--- config.mk ---
export PLATFORM = sky130hd
export DESIGN_NAME = cdb_arbiter
export DESIGN_NICKNAME = d
export VERILOG_FILES = /design/src/rtl/cdb_arbiter_pkg.sv /design/src/rtl/cdb_arbiter_rr_priority_sel.sv /design/src/rtl/cdb_arbiter.sv
export SDC_FILE = /design/constraint.sdc
export NUM_CORES = 1
export LEC_CHECK = 0
export ABC_AREA = 0
export CORE_UTILIZATION = 46
export CTS_CLUSTER_DIAMETER = 120
export CTS_CLUSTER_SIZE = 20
export DETAILED_ROUTE_END_ITERATION = 8
export PLACE_DENSITY_LB_ADDON = 0.2
export SLEW_MARGIN = 25
export SYNTH_ARGS = -nofsm -noshare
export SYNTH_HDL_FRONTEND = slang
export SYNTH_HIERARCHICAL = 1
export SYNTH_SLANG_ARGS = --single-unit
--- constraint.sdc ---
create_clock -name clock -period 8.1 [get_ports clock]
set_input_delay 1.215 -clock clock [delete_from_list [all_inputs] [get_ports clock]]
set_output_delay 1.215 -clock clock [all_outputs]
set_load 0.01 [all_outputs]
--- src/rtl/cdb_arbiter_pkg.sv ---
// Shared widths and CDB packet types for the completion-data-bus arbiter.
// Other blocks import this package to see one CDB slot as a single struct.
package cdb_arbiter_pkg;

  localparam int ROB_IDX_LEN       = 5;
  localparam int XLEN              = 32;
  localparam int NUM_FU_DEFAULT    = 4;
  localparam int CDB_WIDTH_DEFAULT = 2;

  typedef struct packed {
    logic                   valid;
    logic [ROB_IDX_LEN-1:0] rob_idx;
    logic [XLEN-1:0]        value;
    logic                   mis_pred;
  } cdb_entry_t;

  typedef cdb_entry_t [CDB_WIDTH_DEFAULT-1:0] cdb_packet_t;

endpackage

--- src/rtl/cdb_arbiter_rr_priority_sel.sv ---
// One-hot first-set picker: scans req circularly starting at base and
// returns the first requester found (grant, its index, and a found flag).
module rr_priority_sel #(
  parameter int N     = 4,
  parameter int PTR_W = 2
) (
  input  logic [N-1:0]     req,
  input  logic [PTR_W-1:0] base,
  output logic [N-1:0]     grant,
  output logic             found,
  output logic [PTR_W-1:0] idx
);

  int               pos_int;
  logic [PTR_W-1:0] pos;

  always_comb begin
    grant   = '0;
    found   = 1'b0;
    idx     = '0;
    pos_int = 0;
    pos     = '0;
    for (int off = 0; off < N; off++) begin
      pos_int = (int'(base) + off) % N;
      pos     = PTR_W'(pos_int);
      if (!found && req[pos]) begin
        grant[pos] = 1'b1;
        found      = 1'b1;
        idx        = pos;
      end
    end
  end

endmodule

--- src/rtl/cdb_arbiter.sv ---
// Round-robin arbiter placing up to CDB_WIDTH completing FUs per cycle onto a
// registered CDB; losers are held off through fu_ready.
module cdb_arbiter
  import cdb_arbiter_pkg::*;
#(
  parameter int NUM_FU    = NUM_FU_DEFAULT,
  parameter int CDB_WIDTH = CDB_WIDTH_DEFAULT
) (
  input  logic                             clock,
  input  logic                             reset,
  input  logic                             squash,
  input  logic [NUM_FU-1:0]                fu_valid,
  input  logic [NUM_FU*ROB_IDX_LEN-1:0]    fu_rob_idx,
  input  logic [NUM_FU*XLEN-1:0]           fu_value,
  input  logic [NUM_FU-1:0]                fu_mis_pred,
  output logic [NUM_FU-1:0]                fu_ready,
  output logic [CDB_WIDTH-1:0]             cdb_valid,
  output logic [CDB_WIDTH*ROB_IDX_LEN-1:0] cdb_rob_idx,
  output logic [CDB_WIDTH*XLEN-1:0]        cdb_value,
  output logic [CDB_WIDTH-1:0]             cdb_mis_pred,
  output logic [$clog2(NUM_FU)-1:0]        rr_ptr
);

  localparam int PTR_W = $clog2(NUM_FU);

  logic [NUM_FU-1:0] req_mask [CDB_WIDTH+1];
  logic [NUM_FU-1:0] grant    [CDB_WIDTH];
  logic [PTR_W-1:0]  sel_idx  [CDB_WIDTH];
  logic [CDB_WIDTH-1:0] found;
  logic [NUM_FU-1:0] grant_any;
  logic [PTR_W-1:0]  rr_next;
  cdb_entry_t        slot_d [CDB_WIDTH];
  cdb_entry_t        slot_q [CDB_WIDTH];

  // Squash blanks every request, so nothing is granted and rr_ptr holds.
  assign req_mask[0] = squash ? '0 : fu_valid;

  // Each slot's picker sees the requests left over after earlier slots took theirs.
  for (genvar k = 0; k < CDB_WIDTH; k++) begin : g_slot
    rr_priority_sel #(
      .N     (NUM_FU),
      .PTR_W (PTR_W)
    ) u_sel (
      .req   (req_mask[k]),
      .base  (rr_ptr),
      .grant (grant[k]),
      .found (found[k]),
      .idx   (sel_idx[k])
    );
    assign req_mask[k+1] = req_mask[k] & ~grant[k];
  end

  always_comb begin
    grant_any = '0;
    for (int k = 0; k < CDB_WIDTH; k++) begin
      grant_any = grant_any | grant[k];
    end
  end

  assign fu_ready = reset ? grant_any : '0;

  always_comb begin
    rr_next = rr_ptr;
    for (int k = 0; k < CDB_WIDTH; k++) begin
      slot_d[k] = '0;
      if (found[k]) begin
        slot_d[k].valid    = 1'b1;
        slot_d[k].rob_idx  = fu_rob_idx[int'(sel_idx[k])*ROB_IDX_LEN +: ROB_IDX_LEN];
        slot_d[k].value    = fu_value[int'(sel_idx[k])*XLEN +: XLEN];
        slot_d[k].mis_pred = fu_mis_pred[sel_idx[k]];
        // Slots fill in rr order, so the last found slot holds the last grant.
        rr_next = (sel_idx[k] == PTR_W'(NUM_FU-1)) ? '0 : sel_idx[k] + 1'b1;
      end
    end
  end

  always_ff @(posedge clock or negedge reset) begin
    if (!reset) begin
      rr_ptr <= '0;
      for (int k = 0; k < CDB_WIDTH; k++) begin
        slot_q[k] <= '0;
      end
    end else begin
      rr_ptr <= rr_next;
      for (int k = 0; k < CDB_WIDTH; k++) begin
        slot_q[k] <= slot_d[k];
      end
    end
  end

  always_comb begin
    cdb_valid    = '0;
    cdb_rob_idx  = '0;
    cdb_value    = '0;
    cdb_mis_pred = '0;
    for (int k = 0; k < CDB_WIDTH; k++) begin
      cdb_valid[k]                              = slot_q[k].valid;
      cdb_rob_idx[k*ROB_IDX_LEN +: ROB_IDX_LEN] = slot_q[k].rob_idx;
      cdb_value[k*XLEN +: XLEN]                 = slot_q[k].value;
      cdb_mis_pred[k]                           = slot_q[k].mis_pred;
    end
  end

`ifndef SYNTHESIS
  logic dup_idx;

  always_comb begin
    dup_idx = 1'b0;
    for (int i = 0; i < NUM_FU; i++) begin
      for (int j = i + 1; j < NUM_FU; j++) begin
        if (fu_valid[i] && fu_valid[j] &&
            fu_rob_idx[i*ROB_IDX_LEN +: ROB_IDX_LEN] == fu_rob_idx[j*ROB_IDX_LEN +: ROB_IDX_LEN]) begin
          dup_idx = 1'b1;
        end
      end
    end
  end

  always @(posedge clock) begin
    if (reset) begin
      assert (!dup_idx) else $error("two valid FUs share one rob_idx");
    end
  end
`endif

endmodule
Word level (Yosys, flattened, before mapping)
Index checks and enable logic that the tools add are counted.
{ "totals": {"ff_bits": 80, "in_bits": 159, "word_cells": 118} }
{ "op_classes": {"add_sub_neg": 5, "mul": 2, "magnitude_cmp": 10, "eq_ne": 2, "shifts": 4, "n_mux": 60, "n_bitwise": 9, "n_reduce_logical": 17} }
{ "op_table": {"columns": ["op", "n"], "rows": [
  ["128-bit by 8-bit indexed part select with 32-bit output", 2],
  ["39-bit 2-to-1 mux", 2],
  ["4-bit 2-to-1 mux", 10],
  ["20-bit by 6-bit indexed part select with 5-bit output", 2],
  ["4-bit OR", 7],
  ["2-bit 2-to-1 mux", 12],
  ["1-bit 2-to-1 mux", 22],
  ["1-bit binary-select mux with 2-bit select", 10],
  ["2-bit by 3-bit less-than comparator with 1-bit output (second input constant)", 6],
  ["1-bit logical AND", 10],
  ["2-bit by 3-bit multiplier with 5-bit output (second input constant)", 2],
  ["1-bit demux with 2-bit select", 4],
  ["2-bit by 1-bit greater-or-equal comparator with 1-bit output (second input constant)", 4],
  ["2-bit by 1-bit adder with 2-bit output (second input constant)", 3],
  ["1-bit logical NOT", 6],
  ["2-bit adder (second input constant)", 2],
  ["4-bit AND", 1],
  ["2-bit == test (second input constant)", 2],
  ["4-bit NOT", 1],
  ["2-bit nonzero test", 1]
]} }

Longest topological paths before layout
Gate-level depths: netlist (run 1).
{ "logic_depth": {"depth_word": 30, "ltp_mapped": 19} }

Cells and area by module
Netlist (run 1), hierarchy kept.
{ "modules_own_cells": {"columns": ["module", "n_inst", "cells_each", "area_per_inst_um2", "seq_area_each_um2"], "rows": [
  ["cdb_arbiter", 1, 367, 4515.6, 2001.9],
  ["rr_priority_sel", 2, 45, 421.7, 0.0]
]} }

Worst setup path after synthesis (run 1)
Ideal clock, no wire load.
{ "synth_timing": {"path_type": "input -> output", "start": "input fu_valid[2]", "end": "output fu_ready[0]", "t_arrival_ps": 3926, "required_time_ps": 6885, "path_slack_ps": 2959, "stages": 13, "path_buffers": 2, "cell_sequence": "nor2b_1 > mux4_2 > buf_6 > nor4b_4 > a22oi_1 > o21ai_0 > nor2b_1 > mux4_2 > buf_6 > nor4b_4 > a22oi_1 > o21ai_0 > o21a_1"} }
{ "synth_lines": {"columns": ["element", "line", "text"], "rows": [
  ["start: declaration", "cdb_arbiter.sv:12", "input logic [NUM_FU-1:0] fu_valid,"],
  ["end: declaration", "cdb_arbiter.sv:16", "output logic [NUM_FU-1:0] fu_ready,"]
]} }

==> qor.txt, run 1 <==
outcome -> completed
endpoint type of the worst setup path -> output pin
Seq/Total Area, Yosys -> 37.36%
Sw Ratio -> 44.10%
highest clock rate -> 151.2 MHz
clock slew at reported path FFs -> 60 ps
PostCTS Resize Cnt -> 0
post-CTS setup repair buffer count -> 0
total power -> 3.838 mW
clock buffer depth -> 2
Design Area, Final -> 7953 um^2
Mapped Nets -> 628
drt drc -> 0
met3 WL -> 1512 um
Finished Core Util -> 69.95%
WS Path Type -> in -> out
most used cells in the layout excluding fill and tap cells -> clkdlybuf4s50_1 (241), mux2i_1 (157), dfrtp_1 (80)
CP Launch Type -> input pin
Root Buffer -> clkbuf_16
Int Pwr -> 2.146 mW
hold buffer count at cts -> 0
post-synthesis cell count -> 457
setup TNS -> 0 ps
Max-cap violations -> 0
WP data arrival -> 5400 ps
CP max stage cell -> mux4_2
WL met2 -> 8294 um
Max stage delay on crit path -> 650 ps
count of different cell masters after synthesis -> 32
final max-slew violation count -> 0
H-tree levels -> 3
share of synthesized registers carrying an async set or reset -> 100.0%
final WL -> 16840 um
Yosys top cell area share -> 37.36%
Pleak -> 3.259 nW
First-pass DRT Iterations -> 4
Comb power frac -> 71.4%
initial antenna violation count -> 0
Routability Congestion -> 0.7630
peak supply drop -> 377.3 uV
number of flops mapped to enable cells by yosys -> 0
post-route minimum period -> 6615 ps
dpl cell area -> 7644 um^2
YS warnings -> 6
CTS tree -> yes
Metal-1 WL -> 6620 um
Avg Cell Area, Syn -> 11.73 um^2
CP bufs+invs -> 2
cell family with most CP delay -> multiplexers
Clock Latency Late Sink -> 340 ps
Synth Cell Area -> 5359 um^2
Yosys top cell by area -> dfrtp_1
ys flop type -> dfrtp_1
grt total ovfl -> 0
CTS buffer count -> 9
final setup violation count -> 0
final hold vios -> 0
row count -> 39
Least-Margin Pin Slew -> 1009 ps
largest net degree at the start of global routing -> 56
Initial Util -> 47.13%
die area -> 12090 um^2
WP data required -> 6880 ps
Die Y -> 109.9 um
layout net count -> 848
Relative slew margins -> 32.71%
ranking of synthesized cells by area -> dfrtp_1 (37%), mux2i_1 (29%), o22ai_1 (8.9%), buf_12 (3.4%), ha_1 (2.8%)
DR top layer -> met4
initial DRC count -> 220
IO Pins -> 243
RSZ-0062 raised after global routing -> no
dpl hpwl -> 11700 um
Area Growth Syn to Fin -> 48.40%
Clk pwr share -> 10.9%
routed via count -> 4871
Hold Crit Class -> in -> async
P_sw -> 1.693 mW
Wirelength per Cell -> 20.42 um
Worst Path Max Fanout -> 13
share of layout cells above drive strength 1 -> 5.425%
Synth Register Bits -> 80
die width -> 109.9 um
core footprint -> 11370 um^2
vias per cell -> 5.904
Tcrit/Tclk final -> 81.67%
global-route wire length before repair -> 24720 um
most common cell after layout, fill and taps aside -> clkdlybuf4s50_1
CP Cell Sequence -> clkdlybuf4s50_1, nor2b_1, mux4_2, nor4b_4, a22oi_1, o21ai_0, nor2b_1, mux4_2, nor4b_4, a22oi_1, o21ai_0, o21a_1, clkdlybuf4s50_1
clock skew -> 6.333 ps
Seq pwr share -> 17.7%
vias in the first global route -> 4896
GRT Resource Usage Total -> 26.98%
PwrDens -> 482.6 nW/um^2
DRT antenna net count -> 0
Antenna diodes -> 0
clk sink count -> 80
Port Buf Inserts -> 242
==> synth_stat cells, types with 3 or more instances <==
| cell type | instances |
|---|---|
| ha_1 | 12 |
| inv_1 | 6 |
| o22ai_1 | 76 |
| o21a_1 | 4 |
| clkbuf_1 | 6 |
| nor2b_1 | 10 |
| nor2_1 | 6 |
| buf_4 | 4 |
| nand2_1 | 3 |
| dfrtp_1 | 80 |
| buf_2 | 8 |
| buf_6 | 7 |
| a22oi_1 | 16 |
| nand2b_1 | 6 |
| clkbuf_4 | 6 |
| mux2i_1 | 157 |
| mux4_1 | 4 |
| buf_12 | 9 |
| o21ai_0 | 12 |
| mux4_2 | 4 |
==> worst reg2reg max path, stage by stage, from the launching register on <==
cell	delay (ps)
dfrtp_1	780
inv_1	220
ha_1	410
mux4_2	440
nor4b_4	420
a22oi_1	140
o21ai_0	170
nor2b_1	160
mux4_2	630
nor3_1	340
a32o_4	930
buf_4	570
mux2i_1	270
o22ai_1	120
==> path summary, 6_finish.rpt <==
path | from | to | slack, ps | cells after the start
min in group clock | rr_ptr[0]$_DFFE_PN0P_ | rr_ptr[0]$_DFFE_PN0P_ | 980 | 3
worst min-delay path | reset | cdb_value[58]$_DFF_PN0_ | 850 | 1
worst max register to register | rr_ptr[1]$_DFFE_PN0P_ | cdb_value[45]$_DFF_PN0_ | 2320 | 13
max in group asynchronous | reset | cdb_value[12]$_DFF_PN0_ | 6210 | 2
worst min register to register | rr_ptr[0]$_DFFE_PN0P_ | rr_ptr[0]$_DFFE_PN0P_ | 980 | 3
worst max-delay path | squash | fu_ready[0] | 1490 | 13
==> through the flow <==
step	hold slack, ps	worst slack (ps)	instances
after CTS	858.7	1563	825
after global routing	881.2	1305	825
after global placement	951.0	1720	809
after floorplan	837.3	2959	457
final	846.9	1485	825
after detailed placement	974.8	1581	809
==> kinds of logic after synthesis <==
kind of cell	share of synthesized area, %
AO/OA/AOI/OAI	14.22
adder cells (fa/ha/maj)	2.802
buffers and inverters	7.822
flip-flops	37.36
multiplexers	33.39
AND/OR/NAND/NOR	4.413
==> layout make-up <==
cell class              instances  area [um^2]
fillers                       855         3417
multi-input cells             331         2968
clock inverters                 4        52.55
clock buffers                  12        256.5
flip-flops and latches         80         2002
well taps                     143        178.9
repair buffers                249         2472
inverters                       6        22.52
==> power by group through the flow <==
stage | sequential, mW | combinational [mW] | clock [mW]
2_1_floorplan | 0.774 | 2.02 | 0
3_3_place_gp | 0.682 | 2.67 | 0
3_5_place_dp | 0.687 | 2.72 | 0
4_1_cts | 0.679 | 2.73 | 0.427
5_1_grt | 0.692 | 2.94 | 0.440
6_report | 0.679 | 2.74 | 0.420
==> per-layer routing <==
metal	GRT usage (%)	up-vias
met1	31.58	2391
met5	0	-
li1	-	2223
met3	7.884	32
met2	46.03	225
met4	11.24	0
==> sequential cells by signal, indices dropped and copies added (netlist names) <==
| signal | count |
|---|---|
| cdb_value | 64 |
| rr_ptr | 2 |
| cdb_valid | 2 |
| cdb_mis_pred | 2 |
| cdb_rob_idx | 10 |
(Power assumes the default switching activity.)
==> run 2: changes to the inputs <==
--- a/config.mk
+++ b/config.mk
@@ -6,7 +6,7 @@
 export NUM_CORES = 1
 export LEC_CHECK = 0
 export ABC_AREA = 0
-export CORE_UTILIZATION = 46
+export CORE_UTILIZATION = 38
 export CTS_CLUSTER_DIAMETER = 120
 export CTS_CLUSTER_SIZE = 20
 export DETAILED_ROUTE_END_ITERATION = 8
==> constraint.sdc (replaced) <==
create_clock -name clock -period 5.5 [get_ports clock]
set_input_delay 0.825 -clock clock [delete_from_list [all_inputs] [get_ports clock]]
set_output_delay 0.825 -clock clock [all_outputs]
set_load 0.01 [all_outputs]
==> run 2 against run 1 <==
  * Setup slack worse by 1200 ps
  * Clock power up 43%
  * Clock skew down 2.0 ps
  * Via count up 1.0%
  * Flip-flop and latch count unchanged
  * Routed wire length up 5.3%
  * Sequential share of layout area down 0.88 points
  * Hold slack worse by 410 ps
  * Critical endpoint is now fu_ready[3]
  * Highest routed layer unchanged
==> qor.txt, run 2 (synthesis gave the netlist of run 1 again) <==
final setup violation count -> 0 (unchanged)
final WL -> 17730 um (was 16840 um)
Worst Setup EP -> fu_ready[3] (was fu_ready[0])
max reg flops -> 64 (unchanged)
dpl cell area -> 7835 um^2 (was 7644 um^2)
Routability Congestion -> 0.8165 (was 0.7630)
initial antenna violation count -> 0 (unchanged)
Tcrit/Tclk final -> 94.25%
Setup WS post-layout -> 316.4 ps (was 1485 ps)
FF-to-FF End -> cdb_value[54]$_DFF_PN0_ (was cdb_value[45]$_DFF_PN0_)
Critical Path Source -> fu_valid[2] (was squash)
reg2reg start -> rr_ptr[0]$_DFFE_PN0P_ (was rr_ptr[1]$_DFFE_PN0P_)
row count -> 43 (was 39)
Hold Crit Class -> in -> async (unchanged)
Die Y -> 120.8 um (was 109.9 um)
outcome -> completed (unchanged)
drt drc -> 0 (unchanged)
initial DRC count -> 245 (was 220)
endpoint type of the worst setup path -> output pin (unchanged)
Antenna diodes -> 0 (unchanged)
die area -> 14580 um^2 (was 12090 um^2)
Max-cap violations -> 0 (unchanged)
Initial Util -> 38.76% (was 47.13%)
Root Buffer -> clkbuf_16 (unchanged)
Port Buf Inserts -> 242 (unchanged)
Least-Margin Pin Slew -> 1023 ps (was 1009 ps)
DRT antenna net count -> 0 (unchanged)
share of layout cells above drive strength 1 -> 9.517% (was 5.425%)
PwrDens -> 724.3 nW/um^2 (was 482.6 nW/um^2)
Fill cells -> 1128 (was 855)
Design Area, Final -> 8242 um^2 (was 7953 um^2)
setup TNS -> 0 ps (unchanged)
clock buffer depth -> 2 (unchanged)
Cells after DPL -> 857 (was 809)
peak supply drop -> 744.3 uV (was 377.3 uV)
most used cells in the layout excluding fill and tap cells -> clkdlybuf4s50_1 (236), mux2i_1 (157), dfrtp_1 (80) (was clkdlybuf4s50_1 (241), mux2i_1 (157), dfrtp_1 (80))
post-route minimum period -> 5184 ps
WP data arrival -> 4360 ps (was 5400 ps)
clock slew at reported path FFs -> 60 ps (about the same)
GRT Resource Usage Total -> 24.14% (was 26.98%)
largest net degree at the start of global routing -> 79 (was 56)
CTS buffer count -> 9 (unchanged)
global-route wire length before repair -> 27050 um (was 24720 um)
IO Pins -> 243 (unchanged)
Wirelength per Cell -> 20.06 um (was 20.42 um)
final hold vios -> 0 (unchanged)
layout net count -> 871 (was 848)
r2r setup slk -> 930 ps (was 2320 ps)
final max-slew violation count -> 0 (unchanged)
CP Launch Type -> input pin (unchanged)
clock skew -> 4.295 ps (was 6.333 ps)
vias in the first global route -> 5171 (was 4896)
Worst Path Max Fanout -> 7 (was 13)
post-route insts no fill -> 884 (was 825)
vias per cell -> 5.566 (was 5.904)
cells on worst reg2reg path -> 16 (was 13)
Area Growth Syn to Fin -> 53.79% (was 48.40%)
core footprint -> 13830 um^2 (was 11370 um^2)
dpl hpwl -> 12370 um (was 11700 um)
CTS tree -> yes (unchanged)
H-tree levels -> 3 (unchanged)
highest clock rate -> 192.9 MHz
grt total ovfl -> 0 (unchanged)
Pleak -> 3.460 nW (was 3.259 nW)
RSZ-0062 raised after global routing -> no (unchanged)
die width -> 120.8 um (was 109.9 um)
Clock Latency Late Sink -> 340 ps (about the same)
WP data required -> 4680 ps (was 6880 ps)
most common cell after layout, fill and taps aside -> clkdlybuf4s50_1 (unchanged)
routed via count -> 4920 (was 4871)
clk sink count -> 80 (unchanged)
First-pass DRT Iterations -> 5 (was 4)
Relative slew margins -> 31.78% (was 32.71%)
WS Path Type -> in -> out (unchanged)
Fin Hold WS -> 439.1 ps (was 846.9 ps)
worst slack, placed -> -99.52 ps (was 1581 ps)
==> run 2: stage by stage <==
| step | total power [mW] | utilization (%) |
|---|---|---|
| floorplan | 4.121 | - |
| detailed placement | 5.281 | 56.66 |
| global placement | 5.181 | 56.66 |
| finish | 5.969 | 59.61 |
| global route | 6.343 | 59.61 |
| CTS | 5.954 | 59.10 |
==> run 2: final cells by class <==
class,instances,area (um^2),share of cell area (%)
Timing Repair Buffer,272,2720,33.00
Sequential cell,80,2002,24.29
Inverter,6,22.52,0.2733
Clock inverter,3,42.54,0.5162
Clock buffer,12,246.5,2.991
Tap cell,180,225.2,2.733
Multi-Input combinational cell,331,2983,36.19
==> run 2: worst max-delay path, cell delays in order <==
cell	delay, ps
clkdlybuf4s50_1	410
nor2b_2	200
mux4_2	550
nor4b_4	400
a22oi_1	120
o21ai_1	160
nor2b_2	100
mux4_2	530
nor4b_4	450
buf_4	180
a22oi_1	50
o21ai_0	100
o21a_1	130
dlymetal6s2s_1	160
==> run 2: metal layers <==
layer  GRT usage [%]  routed length, um  up-vias
met5               0                  0        -
li1                -                  -     2256
met1           27.11               6888     2412
met3           6.415               1291       37
met2           42.96               8945      215
met4           10.11                608        0
==> run 2: worst min-delay path by stage <==
stage	startpoint	to	slack, ps	cells after the start
final	reset	cdb_value[55]$_DFF_PN0_	440	1
after global routing	reset	cdb_value[55]$_DFF_PN0_	470	1
after CTS	reset	cdb_value[23]$_DFF_PN0_	450	1
after detailed placement	reset	cdb_value[23]$_DFF_PN0_	820	1
after global placement	rr_ptr[0]$_DFFE_PN0P_	rr_ptr[0]$_DFFE_PN0P_	790	2
after floorplan	reset	cdb_mis_pred[0]$_DFF_PN0_	530	0
==> run 2: timing repair <==
action	4_1_cts	5_1_grt
buffers inserted	7	5
setup endpoints to repair	4	4
hold buffers	0	0
resized for setup	7	12
pin swaps	2	3
==> run 2: report_power, final <==
group / total, mW / internal, mW / leakage [nW] / switching [mW]
clock: 0.600 / 0.361 / 0.139 / 0.239
combinational: 4.38 / 2.11 / 2.32 / 2.27
sequential: 0.990 / 0.903 / 1.01 / 0.0865
total: 5.97 / 3.37 / 3.46 / 2.60
==> run 3: changes to the inputs <==
--- a/config.mk
+++ b/config.mk
@@ -7,7 +7,6 @@
 export LEC_CHECK = 0
 export ABC_AREA = 0
 export CORE_UTILIZATION = 38
-export CTS_CLUSTER_DIAMETER = 120
 export CTS_CLUSTER_SIZE = 20
 export DETAILED_ROUTE_END_ITERATION = 8
 export PLACE_DENSITY_LB_ADDON = 0.2
==> results of run 3 <==
No change in the layout: final DEF, timing and power equal those of run 2.
